[config.mk]
export PLATFORM = sky130hd
export DESIGN_NAME = mfp_io_debouncer
export DESIGN_NICKNAME = d
export VERILOG_FILES = /design/src/rtl/mfp_io_debouncer.sv
export SDC_FILE = /design/constraint.sdc
export NUM_CORES = 1
export LEC_CHECK = 0
export CORE_MARGIN = 8
export CORE_UTILIZATION = 45
export CTS_CLUSTER_DIAMETER = 200
export CTS_CLUSTER_SIZE = 12
export DETAILED_ROUTE_END_ITERATION = 16
export PLACE_DENSITY_LB_ADDON = 0.25
export SLEW_MARGIN = 20
export SYNTH_ARGS = -nofsm -noshare
export SYNTH_HDL_FRONTEND = slang
export SYNTH_SLANG_ARGS = --single-unit
[constraint.sdc]
create_clock -name HCLK -period 2.9 [get_ports HCLK]
set_input_delay 0.435 -clock HCLK [delete_from_list [all_inputs] [get_ports HCLK]]
set_output_delay 0.435 -clock HCLK [all_outputs]
set_load 0.1 [all_outputs]
[src/rtl/mfp_io_debouncer.sv]
// Debouncer for the 18 slide switches and 5 pushbuttons feeding the GPIO slave.
// Each input is synchronized, then a new level is accepted after STABLE_TICKS consecutive mismatching sample ticks.
module mfp_io_debouncer #(
  parameter int TICK_DIV     = 50000,
  parameter int STABLE_TICKS = 4
) (
  input  logic        HCLK,
  input  logic        HRESETn,
  input  logic [17:0] IO_RawSwitches,
  input  logic [4:0]  IO_RawButtons,
  output logic [17:0] IO_Switches,
  output logic [4:0]  IO_Buttons,
  output logic [4:0]  IO_ButtonPress,
  output logic [4:0]  IO_ButtonRelease
);

  localparam int          N         = 23;
  localparam logic [19:0] PRESC_MAX = 20'(TICK_DIV - 1);
  localparam logic [3:0]  CNT_MAX   = 4'(STABLE_TICKS - 1);

  logic [N-1:0]      raw;
  logic [N-1:0]      sync1;
  logic [N-1:0]      synced;
  logic [N-1:0]      deb;
  logic [N-1:0]      deb_next;
  logic [N-1:0][3:0] cnt;
  logic [N-1:0][3:0] cnt_next;
  logic [19:0]       presc;
  logic              tick;
  logic [4:0]        press_q;
  logic [4:0]        release_q;

  // Buttons occupy the top five bits so the switch field maps straight to [17:0].
  assign raw = {IO_RawButtons, IO_RawSwitches};

  always_ff @(posedge HCLK or negedge HRESETn) begin
    if (!HRESETn) begin
      sync1  <= '0;
      synced <= '0;
    end else begin
      sync1  <= raw;
      synced <= sync1;
    end
  end

  // With TICK_DIV=1 the compare is against 0 and the counter never leaves 0, so tick stays high.
  assign tick = (presc == PRESC_MAX);

  always_ff @(posedge HCLK or negedge HRESETn) begin
    if (!HRESETn) begin
      presc <= '0;
    end else if (tick) begin
      presc <= '0;
    end else begin
      presc <= presc + 20'd1;
    end
  end

  always_comb begin
    deb_next = deb;
    cnt_next = cnt;
    for (int i = 0; i < N; i++) begin
      if (synced[i] == deb[i]) begin
        cnt_next[i] = 4'd0;
      end else if (tick) begin
        if (cnt[i] == CNT_MAX) begin
          deb_next[i] = synced[i];
          cnt_next[i] = 4'd0;
        end else begin
          cnt_next[i] = cnt[i] + 4'd1;
        end
      end
    end
  end

  // Pulses are registered on the same edge as deb so they line up with the new level.
  always_ff @(posedge HCLK or negedge HRESETn) begin
    if (!HRESETn) begin
      deb       <= '0;
      cnt       <= '0;
      press_q   <= '0;
      release_q <= '0;
    end else begin
      deb       <= deb_next;
      cnt       <= cnt_next;
      press_q   <= deb_next[22:18] & ~deb[22:18];
      release_q <= ~deb_next[22:18] & deb[22:18];
    end
  end

  assign IO_Switches      = deb[17:0];
  assign IO_Buttons       = deb[22:18];
  assign IO_ButtonPress   = press_q;
  assign IO_ButtonRelease = release_q;

endmodule
==> metrics.yaml <==
synth:
  yosysMostFrequentCell: "dfrtp_1"
  synth_fp_nets: 830
  synth-edff-count: 0
  synthArstFlopShare: 1.00
  synthFlopType: "dfrtp_1"
  synth_cell_types: 30
  syn_area_um2: 8510
  ys_seq_area_frac: 0.562
  post-synth-top-area-fraction: 0.562
  synth_area_leaders: "dfrtp_1 56%, nand3_1 6.1%, a21oi_1 5.5%"
  synth_top_cells_by_count: "191 x dfrtp_1, 103 x nand3_1, 93 x a21oi_1, 69 x o21ai_0, 48 x or4_1"
  synth-warning-count: 0
  synthCells: 781
  synth_top_cell_by_area: "dfrtp_1"
  yosys_register_bits: 191
  syn_area_per_cell_um2: 10.9
clocking:
  cts_tree: "yes"
  htreeDepth: 4
  cts_root_buf: "clkbuf_16"
  clk_path_buf_depth: 2
  cts_buffers: 17
  clkTransAtPathRegs_ns: 0.07
  clock_latency_ns: 0.43
  hold_buffers: 0
  cts_resized: 0
  cts.sinks: 191
  post_cts_buffers: 0
power:
  p_per_area_nw_per_um2: 527
  p_leak_nw: 4.17
  vdd_ir_drop_max_uv: 405
  p_int_mw: 4.05
  combPwrFrac: 0.023
  clockPowerShare: 0.455
  seqPwrFrac: 0.522
  power.switching_mw: 1.14
  switching_share: 0.219
placed_design:
  portBuffers: 57
  hpwl_mm: 11.4
  dpl_cell_area_um2: 9260
  place_congestion: 0.844
timing:
  min_period_ns: 2.37
  slew_violations: 0
  max_freq_ghz: 0.423
  min_period_over_period: 0.816
  fin_skew_ns: 0.0123
  hold_viol: 0
  tns_ns: 0
  rsz0062_at_grt: "no"
  slew_headroom: 0.453
  finalSetupViolCount: 0
  tightestPinTransition_ns: 0.820
die:
  die_h_um: 153
  row_count: 50
  core-area_um2: 18600
  die_w_um: 153
  die-area_um2: 23600
  floorplan.initialDensity: 0.456
  io_pins: 58
drt:
  vias_per_cell: 5.95
  first_iter_violations: 454
  first_pass_iters: 5
  postRouteAntennaNets: 0
  route.met2.wl_mm: 8.82
  num_vias: 6394
  drt-met1-wl_mm: 8.24
  drt_wl_total_mm: 18.0
  top_layer: "met4"
  wire_per_inst_um: 16.8
  drc: 0
  wl_met3_um: 798
critical_path:
  arrival_ns: 2.72
  ff2ff_path_depth: 5
  cp_num_buf_inv: 1
  crit_fanout: 98
  cp_top_family: "simple AND/OR/NAND/NOR gates"
  crit_type: "flop to flop"
  slowest_stage: "nor4b_1"
  crit_cells: 5
  r2r_setup_slack_ns: 0.53
  r2r-start: "presc[16]"
  cp.required_ns: 3.25
  critPathCaptureType: "flop"
  slowest_delay_ns: 0.60
  reg2reg_to: "cnt[35]"
  start_kind: "flop"
  crit_chain: "nor4b_1, nand3_4, buf_4, or4_1, a21oi_1"
cells_and_area:
  area_delta_synth_final_pct: 15.8
  layout-drive-gt1-share: 0.115
  num_antenna_cells: 0
  layout.nets: 876
  fin_area_um2: 9850
  num-fill-cells: 1626
grt:
  grt_max_degree: 99
  grt_pass1_vias: 6412
  grt_pass1_wl_mm: 30.6
  grt_use_total: 0.155
  gr-total-overflow: 0
  antenna_found_initial: 0
status:
  status: "complete, no violations"
min_path:
  hp-class: "input port to async pin"
flow_run:
  maxCapViolations: 0
## cell families after synthesis
group,share of synthesized area
AO/OA/AOI/OAI,0.116
flip-flops,0.562
buffers and inverters,0.0249
AND/OR/NAND/NOR,0.191
multiplexers,0.0304
XOR/XNOR,0.0412
adder cells (fa/ha/maj),0.0353
## power by group through the flow
stage	sequential, mW	clock (mW)	combinational, mW
after global placement	2.76	0	0.121
after CTS	2.71	2.43	0.125
after global routing	2.71	2.53	0.138
final	2.71	2.36	0.120
after floorplan	2.76	0	0.0244
after detailed placement	2.76	0	0.125
## metrics by stage
stage          hold slack, ns   util  power (mW)  instances  worst slack (ns)
2_1_floorplan           0.139      -        2.78        781             0.857
3_3_place_gp            0.333  0.497        2.88       1042             0.644
3_5_place_dp            0.336  0.497        2.89       1042             0.542
4_1_cts                0.0152  0.528        5.27       1074             0.538
5_1_grt                0.0397  0.528        5.38       1074             0.389
6_report              0.00349  0.528        5.19       1074             0.535
## cell type report
cell class / instances / area (µm²) / share of cell area
flip-flops and latches: 191 / 4780 / 0.485
multi-input cells: 540 / 3530 / 0.359
repair buffers: 73 / 637 / 0.0647
clock buffers: 19 / 443 / 0.0450
well taps: 234 / 293 / 0.0297
clock inverters: 13 / 149 / 0.0151
inverters: 4 / 15.0 / 0.00152
## worst reg2reg max path, stage by stage (launching register included)
cell     delay (ns)
dfrtp_1        0.42
nor4b_1        0.60
nand3_4        0.11
buf_4          0.39
or4_1          0.61
a21oi_1        0.17
## routing by layer
metal  GRT usage  vias up
met3      0.0376       14
met4      0.0518        0
met2       0.255      137
met1       0.196     3248
met5           0        -
li1            -     2995
## cell usage in the layout, fill, tap and decap left out, types with 3 or more instances in the layout
cell type        count
o21ai_0             69
a21oi_1             93
buf_4               47
nor2b_1             22
nand3_1            102
clkdlybuf4s50_1     23
xnor2_1             34
nor2_1              12
or4_1               48
nand2_1             10
ha_1                24
nor4_1               5
clkbuf_16           17
inv_6                6
o31ai_1             23
dfrtp_1            191
nand4_1             24
nor3b_1             33
xor2_1               6
mux2_1              12
nor3_1               3
inv_1                4
mux2_2              11
## sequential cells by signal, summed over array words and instances, names as in the netlist
signal / cells
synced: 23
IO_ButtonRelease: 5
cnt: 92
sync1: 23
IO_ButtonPress: 5
presc: 20
deb: 23
## worst max-delay path by stage
stage / endpoint / start / slack (ns)
6_report: cnt[35] / presc[16] / 0.53
5_1_grt: cnt[72] / presc[12] / 0.39
4_1_cts: cnt[63] / presc[16] / 0.54
3_5_place_dp: cnt[63] / presc[16] / 0.54
3_3_place_gp: deb[18] / presc[12] / 0.64
2_1_floorplan: cnt[19] / presc[0] / 0.86
No activity file was read; power rests on OpenSTA's default activity.
